--- src/rtl/uart_pkg.sv ---
// Shared UART definitions for the transmit and receive sides.
// No logic, so no latency or backpressure.
package uart_pkg;

  localparam int DATA_BITS            = 8;
  localparam int CLKS_PER_BIT_DEFAULT = 2604;

  typedef enum logic [1:0] {
    IDLE  = 2'd0,
    START = 2'd1,
    DATA  = 2'd2,
    STOP  = 2'd3
  } uart_state_t;

endpackage

--- src/rtl/uart_tx_fifo.sv ---
// Byte queue feeding the UART transmitter.
// Head is readable with zero latency; a push while full is dropped and full/empty are registered flags.
module uart_tx_fifo #(
  parameter int DEPTH = 4,
  parameter int WIDTH = 8
) (
  input  logic             clk_25M,
  input  logic             rst,
  input  logic             push,
  input  logic [WIDTH-1:0] push_dat,
  input  logic             pop,
  output logic [WIDTH-1:0] pop_dat,
  output logic             full,
  output logic             empty
);

  localparam int             PTR_W    = $clog2(DEPTH);
  localparam logic [PTR_W:0] FULL_CNT = (PTR_W + 1)'(DEPTH);

  logic [WIDTH-1:0] mem [DEPTH];
  logic [PTR_W-1:0] wr_ptr;
  logic [PTR_W-1:0] rd_ptr;
  logic [PTR_W:0]   count;
  logic [PTR_W:0]   count_nxt;
  logic             do_push;
  logic             do_pop;

  assign do_push = push && !full;
  assign do_pop  = pop && !empty;
  assign pop_dat = mem[rd_ptr];

  always_comb begin
    count_nxt = count;
    if (do_push && !do_pop) begin
      count_nxt = count + 1'b1;
    end else if (do_pop && !do_push) begin
      count_nxt = count - 1'b1;
    end
  end

  // Flags come from next occupancy so they are true flops, never a same-cycle pass-through.
  always_ff @(posedge clk_25M) begin
    if (rst) begin
      wr_ptr <= '0;
      rd_ptr <= '0;
      count  <= '0;
      full   <= 1'b0;
      empty  <= 1'b1;
    end else begin
      if (do_push) wr_ptr <= wr_ptr + 1'b1;
      if (do_pop)  rd_ptr <= rd_ptr + 1'b1;
      count <= count_nxt;
      full  <= (count_nxt == FULL_CNT);
      empty <= (count_nxt == '0);
    end
  end

  always_ff @(posedge clk_25M) begin
    if (do_push) mem[wr_ptr] <= push_dat;
  end

endmodule

--- src/rtl/uart_tx.sv ---
// Queued 8N1 UART transmitter: start bit, 8 data bits LSB first, stop bit, no parity.
// tx falls one cycle after a byte enters an idle empty queue; data_ready drops while the queue is full.
module uart_tx
  import uart_pkg::*;
#(
  parameter int CLKS_PER_BIT = CLKS_PER_BIT_DEFAULT,
  parameter int FIFO_DEPTH   = 4
) (
  input  logic       clk_25M,
  input  logic       rst,
  input  logic [7:0] data,
  input  logic       data_valid,
  output logic       data_ready,
  output logic       tx,
  output logic       busy
);

  localparam int                CNT_W   = (CLKS_PER_BIT > 1) ? $clog2(CLKS_PER_BIT) : 1;
  localparam logic [CNT_W-1:0]  CNT_MAX = CNT_W'(CLKS_PER_BIT - 1);
  localparam int                IDX_W   = $clog2(DATA_BITS);
  localparam logic [IDX_W-1:0]  IDX_MAX = IDX_W'(DATA_BITS - 1);

  uart_state_t          state;
  uart_state_t          state_nxt;
  logic [CNT_W-1:0]     baud_cnt;
  logic [CNT_W-1:0]     baud_cnt_nxt;
  logic [IDX_W-1:0]     bit_idx;
  logic [IDX_W-1:0]     bit_idx_nxt;
  logic [DATA_BITS-1:0] shift;
  logic [DATA_BITS-1:0] shift_nxt;
  logic                 tx_nxt;
  logic                 bit_done;
  logic                 fifo_push;
  logic                 fifo_pop;
  logic [7:0]           fifo_dat;
  logic                 fifo_full;
  logic                 fifo_empty;

  assign data_ready = !fifo_full;
  assign fifo_push  = data_valid && data_ready;
  assign bit_done   = (baud_cnt == CNT_MAX);
  assign busy       = (state != IDLE) || !fifo_empty;

  uart_tx_fifo #(
    .DEPTH (FIFO_DEPTH),
    .WIDTH (8)
  ) u_fifo (
    .clk_25M  (clk_25M),
    .rst      (rst),
    .push     (fifo_push),
    .push_dat (data),
    .pop      (fifo_pop),
    .pop_dat  (fifo_dat),
    .full     (fifo_full),
    .empty    (fifo_empty)
  );

  always_ff @(posedge clk_25M) begin
    if (rst) begin
      state    <= IDLE;
      baud_cnt <= '0;
      bit_idx  <= '0;
      shift    <= '0;
      tx       <= 1'b1;
    end else begin
      state    <= state_nxt;
      baud_cnt <= baud_cnt_nxt;
      bit_idx  <= bit_idx_nxt;
      shift    <= shift_nxt;
      tx       <= tx_nxt;
    end
  end

  // tx only ever changes alongside a counter clear, so it moves on bit boundaries alone.
  always_comb begin
    state_nxt    = state;
    baud_cnt_nxt = baud_cnt + 1'b1;
    bit_idx_nxt  = bit_idx;
    shift_nxt    = shift;
    tx_nxt       = tx;
    fifo_pop     = 1'b0;
    unique case (state)
      IDLE: begin
        baud_cnt_nxt = '0;
        if (!fifo_empty) begin
          fifo_pop  = 1'b1;
          shift_nxt = fifo_dat;
          tx_nxt    = 1'b0;
          state_nxt = START;
        end
      end
      START: begin
        if (bit_done) begin
          baud_cnt_nxt = '0;
          bit_idx_nxt  = '0;
          tx_nxt       = shift[0];
          state_nxt    = DATA;
        end
      end
      DATA: begin
        if (bit_done) begin
          baud_cnt_nxt = '0;
          if (bit_idx == IDX_MAX) begin
            tx_nxt    = 1'b1;
            state_nxt = STOP;
          end else begin
            shift_nxt   = shift >> 1;
            tx_nxt      = shift[1];
            bit_idx_nxt = bit_idx + 1'b1;
          end
        end
      end
      STOP: begin
        if (bit_done) begin
          baud_cnt_nxt = '0;
          if (!fifo_empty) begin
            fifo_pop  = 1'b1;
            shift_nxt = fifo_dat;
            tx_nxt    = 1'b0;
            state_nxt = START;
          end else begin
            tx_nxt    = 1'b1;
            state_nxt = IDLE;
          end
        end
      end
      default: state_nxt = IDLE;
    endcase
  end

endmodule

--- config.mk ---
export PLATFORM = sky130hd
export DESIGN_NAME = uart_tx
export DESIGN_NICKNAME = d
export VERILOG_FILES = /design/src/rtl/uart_pkg.sv /design/src/rtl/uart_tx_fifo.sv /design/src/rtl/uart_tx.sv
export SDC_FILE = /design/constraint.sdc
export NUM_CORES = 1
export LEC_CHECK = 0
export CAP_MARGIN = 20
export CELL_PAD_IN_SITES_DETAIL_PLACEMENT = 1
export CELL_PAD_IN_SITES_GLOBAL_PLACEMENT = 2
export CORE_UTILIZATION = 42
export DETAILED_ROUTE_END_ITERATION = 12
export PLACE_DENSITY_LB_ADDON = 0.2
export SYNTH_ARGS = -nofsm -noshare
export SYNTH_HDL_FRONTEND = slang
export SYNTH_HIERARCHICAL = 1
export SYNTH_SLANG_ARGS = --single-unit
--- constraint.sdc ---
create_clock -name clk_25M -period 2.7 [get_ports clk_25M]
set_input_delay 0.675 -clock clk_25M [delete_from_list [all_inputs] [get_ports clk_25M]]
set_output_delay 0.675 -clock clk_25M [all_outputs]
set_load 0.1 [all_outputs]
== Word-level counts from Yosys, hierarchy flattened ==
Memories as Yosys holds them, arrays and structs flattened. A register that Yosys moved wholly into a read port is not among the register bits.
Cells that the tools add are included.

* $add $sub $neg: 6
* Eq/ne operators: 12
* Mux-type cells: 34
* Reduce and logical (&&, ||, !) cells: 20

{| class="wikitable"
|+ Operator list
! cell !! count
|-
| $mux 8 || 4
|-
| $pmux 12 s2 || 1
|-
| $pmux 8 s3 || 1
|-
| $mux 3 || 5
|-
| $mux 2 || 7
|-
| $add 12x1->12 const B || 1
|-
| $eq 12x12->1 const B || 1
|-
| $mux 12 || 1
|-
| $ne 2x2->1 const B || 6
|-
| $reduce_and 4->1 || 3
|-
| $mux 1 || 11
|-
| $pmux 2 s4 || 1
|-
| $add 3x1->3 const B || 2
|-
| $eq 3x3->1 const B || 2
|-
| $pmux 3 s2 || 1
|-
| $logic_and 1x1->1 || 5
|-
| $reduce_and 5->1 || 1
|-
| $add 2x1->2 const B || 2
|-
| $eq 2x2->1 const B || 2
|-
| $logic_not 1->1 || 4
|-
| $pmux 1 s4 || 1
|-
| $reduce_bool 2->1 || 2
|-
| $logic_not 3->1 || 1
|-
| $reduce_bool 3->1 || 1
|-
| other kinds (6) || 6
|}

* Input bits: 11
* Bits in writable memories: 32
* Memories: 1
* Register bits: 35
* Word-level logic and storage cells: 83
* Output and inout port bits: 3

{| class="wikitable"
|+ Memories
! name !! words !! width !! rd ports !! clocked after Yosys merged registers in !! write ports !! line !! source
|-
| u_fifo.mem || 4 || 8 || 1 || 1 || 1 || uart_tx_fifo.sv:20 || <nowiki>logic [WIDTH-1:0] mem [DEPTH];</nowiki>
|}

== Longest topological paths before layout ==
Gate-level depths: netlist of the first run.

* Word-level depth: 8
* Gate-level depth with buffers: 10

== Modules after synthesis ==
Netlist of the first run, hierarchy kept.

{| class="wikitable"
|+ Modules (own cells, without submodules)
! module !! cells each !! times used !! area each (µm²)
|-
| uart_tx_fifo || 111 || 1 || 1,783.0
|-
| uart_tx || 152 || 1 || 1,441.4
|}

== Worst setup path after synthesis of the first run ==
OpenSTA, ideal clock, no wires.

* Path kind: flip-flop to flip-flop
* From: register baud_cnt[6]
* To: register u_fifo.empty
* Period minus slack after synthesis: 2,398 ps
* Path buffers: 1
* Data arrival time: 2,271 ps
* Required time: 2,574 ps
* Setup slack: 302 ps
* Stages on the path, launching flop included: 10
* Library setup time: 126 ps
* Cell sequence: dfxtp_1 > or4b_4 > nor3_1 > a21oi_1 > nor3_1 > nor2b_4 > buf_6 > xnor2_2 > a311oi_2 > o31ai_1

* Word-level cells in the longest chain between the ends: 8
* Elaborated cells on any way between the ends: 10
* Those cells by class: eq/ne: 1; mux: 4; reduce/logical: 5

{| class="wikitable"
|+ Ends and longest elaborated chain
! element !! line !! source
|-
| from (decl) || uart_tx.sv:25 || <nowiki>logic [CNT_W-1:0] baud_cnt;</nowiki>
|-
| from (signal assigned) || uart_tx.sv:67 || <nowiki>baud_cnt <= baud_cnt_nxt;</nowiki>
|-
| $eq 12x12->1 (*) || uart_tx.sv:41 || <nowiki>assign bit_done = (baud_cnt == CNT_MAX);</nowiki>
|-
| $mux 1 (*) || uart_tx.sv:114 || <nowiki>if (bit_done) begin</nowiki>
|-
| $pmux 1 s2 (*) || uart_tx.sv:82 || <nowiki>unique case (state)</nowiki>
|-
| net fifo_pop || uart_tx.sv:34 || <nowiki>logic fifo_pop;</nowiki>
|-
| $logic_and 1x1->1 (*) || uart_tx_fifo.sv:29 || <nowiki>assign do_pop = pop && !empty;</nowiki>
|-
| $logic_and 1x1->1 or $logic_not 1->1 (tied branches) || uart_tx_fifo.sv:36, uart_tx_fifo.sv:34 ||
|-
| $mux 3 or $logic_and 1x1->1 (tied branches) || uart_tx_fifo.sv:36, uart_tx_fifo.sv:34 ||
|-
| $mux 3 (*) || uart_tx_fifo.sv:34 || <nowiki>if (do_push && !do_pop) begin</nowiki>
|-
| $logic_not 3->1 (*) || uart_tx_fifo.sv:54 || <nowiki>empty <= (count_nxt == '0);</nowiki>
|-
| to (signal assigned) || uart_tx_fifo.sv:54 ||
|-
| to (decl) || uart_tx_fifo.sv:14 || <nowiki>output logic empty</nowiki>
|}

Mark *: on every way through the listed nets, which the timed path passes. The rest lies on a longest branch.
A chain may end at the register's enable or synchronous reset.

== Worst setup path in the final report of the first run ==
Ends and elaborated chain as after synthesis.

==> reports/metrics.yaml, run 1 <==
floorplan:
  rows: 31
  boundaryPins: 14
  die_outline_area_um2: 8030
  placeableCoreArea_um2: 7330
  die_h_um: 89.6
  die_width_um: 89.6
  initial_cell_density_of_the_core: 0.440
power:
  p_per_area_nw_per_um2: 946
  sw_frac_of_total: 0.382
  total_leakage_power_nw: 1.31
  seq_power_share: 0.413
  combinational_power_share: 0.353
  switching_component_of_the_power_mw: 1.32
  ir_drop_worst_vdd_v: 0.000452
  total_power_mw: 3.46
  cell_internal_pwr_mw: 2.14
  clock_power_share: 0.234
synth:
  post-synth-top-area-fraction: 0.298
  synth_fp_nets: 289
  synth_edf_count: 32
  synth_area_leaders: "sky130_fd_sc_hd__edfxtp_1 (30%), sky130_fd_sc_hd__dfxtp_1 (23%), sky130_fd_sc_hd__ha_1 (5.8%)"
  ys_dominant_reg_cell: "sky130_fd_sc_hd__dfxtp_1"
  synth_async_sr_flop_share: 0
  netlist_area_um2: 3220
  synth-seq-cells: 69
  yosysUniqueCellTypes: 57
  syn_avg_cell_area_um2: 12.3
  yosys.area.top_type: "sky130_fd_sc_hd__edfxtp_1"
  synth-seq-area-share: 0.528
  syn-instance-count: 263
  synth.yosys.warnings: 6
setup_path:
  biggest_fanout_along_the_worst_timing_path: 6
  critPathRequiredTime_ps: 2930
  setup.worst_path.start: "baud_cnt[6]$_SDFF_PP0_"
  timing.critical_path.from_type: "flop"
  r2r_start: "baud_cnt[6]$_SDFF_PP0_"
  critPathKind: "flop to flop"
  worst_ep_arrival_time_ps: 2700
  reg2reg_depth: 8
  worstSetupEndpointType: "flop"
layout:
  layout.core_utilization: 0.499
  fillerInstances: 762
  mostFrequentLayoutCells: "sky130_fd_sc_hd__dfxtp_1 (37), sky130_fd_sc_hd__edfxtp_1 (32), sky130_fd_sc_hd__nor2_1 (20)"
  layout-area-overhead-vs-synth_pct: 13.5
  layout.nets: 312
  finish.cell_count_without_fillers: 390
  layout_commonest_cell: "sky130_fd_sc_hd__dfxtp_1"
  final_layout_size_suffix_gt1_frac: 0.182
  antenna-diode-count: 0
placement:
  placedCellCount: 372
  detailed_place_hpwl_um: 4040
  buffers_added_on_ports: 13
  finalWeightedCongestion: 0.787
hold_path:
  timing.hold.worst.start: "baud_cnt[0]$_SDFF_PP0_"
  worstHoldPathType: "flop to flop"
  timing.hold.worst_path_depth: 1
route:
  initialDrtViolationCount: 78
  drt_pre_antenna_iters: 4
  drt-total-wl_um: 5880
  detail_route.drc_violations: 0
  route.detailed.wl_per_inst_um: 15.1
  avgViaCountPerCell: 5.21
  detail-route-antenna-nets: 0
  via_count: 2031
global_route:
  grt_start_max_net_pins: 26
  via_count_of_the_first_global_routing_pass: 2070
  grt_antenna_before_repair: 0
  total_grt_overflow: 0
  grt_pass1_wl_um: 9890
  groute.usage.overall: 0.168
sta:
  fin_worst_skew_ps: 6.59
  fin_worst_hold_slack_ps: 470
  setup_total_negative_slack_ps: 0
  final_min_period_over_clock_period: 0.916
  timing.final.crit_period_ps: 2470
  setup_repair_after_global_routing_missed_its_margin: "false"
  clock.fmax_mhz: 405
  timing.final.hold_violations: 0
  relSlewSlack: 0.549
  max_slew.worst_pin.slew_ps: 677
  final_max_slew_viols: 0
  number_of_setup_violations_in_the_final_report: 0
clock_network:
  clockRootBuffer: "sky130_fd_sc_hd__clkbuf_8"
  clk_pin_slew_worst_paths_ps: 80
  clk-insertion-delay-late_ps: 340
  cts.htree.levels: 3
  cts-buffers-inserted: 9
  tritoncts: "yes"
  cts.sink_count: 69
  max-clock-path-buffers: 2
  ctsHoldBuffers: 0
flow_run:
  max_cap_violations: 0
run_status:
  run_status: "completed"
==> worst paths after layout <==
path | end | slack [ps]
min reg2reg | baud_cnt[0]$_SDFF_PP0_ | 470
max reg2reg | u_fifo/empty$_SDFF_PP1_ | 230
max | u_fifo/empty$_SDFF_PP1_ | 230
min | baud_cnt[0]$_SDFF_PP0_ | 470
==> area by class of cell <==
cell class                      instances  area (um^2)  share of cell area
Sequential cell                        69         1700               0.465
Clock inverter                          7         65.1              0.0178
Timing Repair Buffer                   23          198              0.0540
Tap cell                               99          124              0.0338
Clock buffer                            9          124              0.0338
Inverter                               12         45.0              0.0123
Multi-Input combinational cell        171         1400               0.383
==> critical path, cell delays in order (launching register included) <==
cell	delay [ps]
sky130_fd_sc_hd__dfxtp_1	360
sky130_fd_sc_hd__or4b_4	610
sky130_fd_sc_hd__nor3_2	250
sky130_fd_sc_hd__a21oi_1	100
sky130_fd_sc_hd__nor3_1	200
sky130_fd_sc_hd__nor2b_4	280
sky130_fd_sc_hd__xnor2_2	110
sky130_fd_sc_hd__a311oi_2	330
sky130_fd_sc_hd__o31ai_1	120
==> power groups by stage <==
stage	registers, mW	clock network [mW]	logic (mW)
after floorplan	1.46	0	0.989
after global placement	1.45	0	1.20
after detailed placement	1.46	0	1.22
after CTS	1.44	0.851	1.22
after global routing	1.46	0.885	1.35
final	1.43	0.810	1.22
==> repair_timing <==
action,CTS,global route
endpoints found under the hold margin,0,0
setup buffers,0,2
resized for setup,0,1
setup endpoints to repair,0,2
==> cells by family (layout without fill, tap and decap cells) <==
family	after synthesis	in the layout	synth area share
adders and majority gates	15	15	0.0582
and+or+nand+nor	77	77	0.137
AOI/OAI and AO/OA	49	49	0.118
muxes	15	15	0.0776
DFF	69	69	0.528
buffers and inverters	23	51	0.0388
xor gates and xnor gates	15	15	0.0431
==> state kept, by name, summed over array words and instances, names as in the netlist, named ones only <==
signal	count
state	2
u_fifo/wr_ptr	2
bit_idx	3
baud_cnt	12
u_fifo/empty	1
u_fifo/full	1
u_fifo/count	3
shift	8
u_fifo/mem	32
u_fifo/rd_ptr	2
tx	1
==> synthesized netlist by cell type, drive strengths merged, types with 3 or more instances <==
master and number:
mux2i 7, nor3 5, nand2 13, nand2b 3, clkbuf 3, dfxtp 37, nand3 8, nor2 20
o21ai 6, xor2 8, and2 6, o31ai 3, edfxtp 32, inv 12, a21oi 18, or3 3
nor2b 4, mux4 8, a311oi 9, buf 8, xnor2 7, ha 15
==> routing by layer <==
metal,GRT usage,wire [um],share of wire
met1,0.199,2680,0.46
met2,0.287,2990,0.51
met3,0.0548,169,0.029
met4,0.0577,44,0.0075
met5,0,0,0
==> metrics by stage <==
step | setup WS (ps) | instance area [um^2]
finish | 228 | 3660
global route | 76.1 | 3660
global placement | 206 | 3450
CTS | 111 | 3640
floorplan | 302 | 3220
detailed placement | 131 | 3450
Note: power is estimated with default switching activity, not from simulation.
==> run 2, diff against run 1 <==
--- a/config.mk
+++ b/config.mk
@@ -5,7 +5,6 @@
 export SDC_FILE = /design/constraint.sdc
 export NUM_CORES = 1
 export LEC_CHECK = 0
-export CAP_MARGIN = 20
 export CELL_PAD_IN_SITES_DETAIL_PLACEMENT = 1
 export CELL_PAD_IN_SITES_GLOBAL_PLACEMENT = 2
 export CORE_UTILIZATION = 42
==> results of run 2 <==
Same layout as run 1: the final DEF is identical, and so are final timing and power.
==> run 3, diff against run 2 <==
--- a/config.mk
+++ b/config.mk
@@ -10,6 +10,7 @@
 export CORE_UTILIZATION = 42
 export DETAILED_ROUTE_END_ITERATION = 12
 export PLACE_DENSITY_LB_ADDON = 0.2
+export RECOVER_POWER = 100
 export SYNTH_ARGS = -nofsm -noshare
 export SYNTH_HDL_FRONTEND = slang
 export SYNTH_HIERARCHICAL = 1
==> reports/metrics.yaml, run 3 (same netlist as run 1, synthesis figures left out) <==
flow_run:
  max_cap_violations: 0  # unchanged
global_route:
  grt_antenna_before_repair: 0  # unchanged
  grt_pass1_wl_um: 9890  # unchanged
  via_count_of_the_first_global_routing_pass: 2070  # unchanged
  grt_start_max_net_pins: 26  # unchanged
  total_grt_overflow: 0  # unchanged
  groute.usage.overall: 0.168  # unchanged
setup_path:
  r2r-end: "u_fifo/full$_SDFF_PP0_"  # was u_fifo/empty$_SDFF_PP1_
  worst_ep_arrival_time_ps: 2760  # was 2700 ps
  reg2reg_depth: 8  # unchanged
  critical_path_slowest_stage_cell: "sky130_fd_sc_hd__or4b_4"  # unchanged
  cp_top_family: "simple AND/OR/NAND/NOR gates"  # unchanged
  critPathRequiredTime_ps: 2950  # was 2930 ps
  worstSetupEndpointType: "flop"  # unchanged
  cp_num_buf_inv: 0  # unchanged
  cpPeakStageDelay_ps: 600  # was 610 ps
  regToRegSetupSlack_ps: 200  # was 230 ps
  biggest_fanout_along_the_worst_timing_path: 6  # unchanged
  critical_path_cell_sequence: "or4b_4, nor3_2, a21oi_1, nor3_1, nor2b_4, xnor2_1, a311oi_2, nor4_1"  # was or4b_4, nor3_2, a21oi_1, nor3_1, nor2b_4, xnor2_2, a311oi_2, o31ai_1
  timing.critical_path.from_type: "flop"  # unchanged
  r2r_start: "baud_cnt[6]$_SDFF_PP0_"  # unchanged
  critPathKind: "flop to flop"  # unchanged
route:
  met2RoutedLength_um: 2940  # was 2990 um
  avgViaCountPerCell: 5.21  # about the same
  dr.max_layer_used: "met4"  # unchanged
  drt-total-wl_um: 5860  # was 5880 um
  via_count: 2030  # was 2031
  wl_met1_um: 2690  # was 2680 um
  detail_route.drc_violations: 0  # unchanged
  drt_pre_antenna_iters: 4  # unchanged
  route.detailed.wl_per_inst_um: 15.0  # was 15.1 um
  wl_met3_um: 159  # was 169 um
  initialDrtViolationCount: 76  # was 78
  detail-route-antenna-nets: 0  # unchanged
power:
  seq_power_share: 0.420  # was 0.413
  sw_frac_of_total: 0.385  # was 0.382
  clock_power_share: 0.238  # was 0.234
  ir_drop_worst_vdd_v: 0.000450  # was 0.000452 V
  total_power_mw: 3.41  # was 3.46 mW
  cell_internal_pwr_mw: 2.10  # was 2.14 mW
  p_per_area_nw_per_um2: 946  # about the same
  combinational_power_share: 0.342  # was 0.353
  switching_component_of_the_power_mw: 1.31  # was 1.32 mW
  total_leakage_power_nw: 1.27  # was 1.31 nW
clock_network:
  ctsHoldBuffers: 0  # unchanged
  cts.sink_count: 69  # unchanged
  cts.htree.levels: 3  # unchanged
  max-clock-path-buffers: 2  # unchanged
  tritoncts: "yes"  # unchanged
  cts-buffers-inserted: 9  # unchanged
  clockRootBuffer: "sky130_fd_sc_hd__clkbuf_8"  # unchanged
  clk-insertion-delay-late_ps: 350  # was 340 ps
  clk_pin_slew_worst_paths_ps: 80  # about the same
layout:
  layout_commonest_cell: "sky130_fd_sc_hd__dfxtp_1"  # unchanged
  layout-area-overhead-vs-synth_pct: 11.8  # was 13.5%
  regArea_um2: 1700  # unchanged
  largest-register: "u_fifo/mem"  # unchanged
  mostFrequentLayoutCells: "sky130_fd_sc_hd__dfxtp_1 (37), sky130_fd_sc_hd__edfxtp_1 (32), sky130_fd_sc_hd__nor2_1 (20)"  # unchanged
  fillerInstances: 767  # was 762
  area_occupied_by_multi_input_gates_um2: 1380  # was 1400 um^2
  final_layout_size_suffix_gt1_frac: 0.148  # was 0.182
  layout.nets: 312  # unchanged
  antenna-diode-count: 0  # unchanged
  reg.largest.list: "u_fifo/mem (32), baud_cnt (12), shift (8)"  # unchanged
  largest_reg_flops: 32  # unchanged
placement:
  finalWeightedCongestion: 0.787  # unchanged
  pre_cts_ws_ps: 131  # unchanged
  buffers_added_on_ports: 13  # unchanged
  detailed_place_hpwl_um: 4040  # unchanged
sta:
  timing.final.hold_violations: 0  # unchanged
  setup_total_negative_slack_ps: 0  # unchanged
  fin_worst_skew_ps: 7.31  # was 6.59 ps
  relSlewSlack: 0.217  # was 0.549
  number_of_setup_violations_in_the_final_report: 0  # unchanged
  layout_setup_ws_ps: 197  # was 228 ps
  setup_repair_after_global_routing_missed_its_margin: "false"  # unchanged
  timing.final.crit_period_ps: 2500  # was 2470 ps
  final_max_slew_viols: 0  # unchanged
  max_slew.worst_pin.slew_ps: 1180  # was 677 ps
  clock.fmax_mhz: 399  # was 405 MHz
  fin_worst_hold_slack_ps: 469  # was 470 ps
  final_min_period_over_clock_period: 0.927  # was 0.916
floorplan:
  die_outline_area_um2: 8030  # unchanged
  die_h_um: 89.6  # unchanged
  boundaryPins: 14  # unchanged
  placeableCoreArea_um2: 7330  # unchanged
  die_width_um: 89.6  # unchanged
  rows: 31  # unchanged
  initial_cell_density_of_the_core: 0.440  # unchanged
hold_path:
  hold_end: "baud_cnt[0]$_SDFF_PP0_"  # unchanged
  timing.hold.worst_path_depth: 1  # unchanged
  worstHoldPathType: "flop to flop"  # unchanged
  timing.hold.worst.start: "baud_cnt[0]$_SDFF_PP0_"  # unchanged
run_status:
  run_status: "completed"  # unchanged
run 3: cell count changes in the layout (fill, tap and decap cells not counted), sizes merged:
cell           before  now
buf                13    3
clkbuf              9   19
dlygate4sd3         0    9
clkdlybuf4s50      10    1
run 3: metrics by stage:
stage / instance area [um^2] / std cells / util
after detailed placement: 3450 / 372 / 0.471
final: 3610 / 390 / 0.492
after floorplan: 3220 / 263 / -
after CTS: 3640 / 388 / 0.497
after global routing: 3610 / 390 / 0.492
after global placement: 3450 / 372 / 0.471
run 3: what timing repair did:
item	4_1_cts	5_1_grt
setup buffers	0	2
gates resized for setup	0	1
endpoints found under the setup margin	0	2
endpoints found under the hold margin	0	0
run 3: layer usage:
layer	vias up	GRT usage
met5	-	0
met4	0	0.0577
met3	5	0.0548
met2	23	0.287
met1	988	0.199
li1	1014	-
run 3: worst max path at each step:
stage	start	to	slack, ps	cells after the start
finish	baud_cnt[6]$_SDFF_PP0_	u_fifo/full$_SDFF_PP0_	200	8
global route	baud_cnt[6]$_SDFF_PP0_	u_fifo/empty$_SDFF_PP1_	70	8
CTS	baud_cnt[6]$_SDFF_PP0_	u_fifo/empty$_SDFF_PP1_	110	8
detailed placement	baud_cnt[6]$_SDFF_PP0_	u_fifo/empty$_SDFF_PP1_	130	8
global placement	baud_cnt[6]$_SDFF_PP0_	u_fifo/empty$_SDFF_PP1_	210	8
floorplan	baud_cnt[6]$_SDFF_PP0_	u_fifo/empty$_SDFF_PP1_	300	9
run 3: power groups by stage:
stage | logic [mW] | clock network, mW | registers [mW]
final | 1.17 | 0.812 | 1.43
after floorplan | 0.989 | 0 | 1.46
after detailed placement | 1.22 | 0 | 1.46
after global placement | 1.20 | 0 | 1.45
after global routing | 1.29 | 0.885 | 1.47
after CTS | 1.22 | 0.851 | 1.44
run 3: layout make-up:
| cell class | instances | area share |
|---|---|---|
| sequential | 69 | 0.472 |
| multi-input combinational | 171 | 0.383 |
| timing repair buffer | 23 | 0.0458 |
| clock buffer | 9 | 0.0344 |
| tap | 99 | 0.0344 |
| clock inverter | 7 | 0.0180 |
| inverter | 12 | 0.0125 |
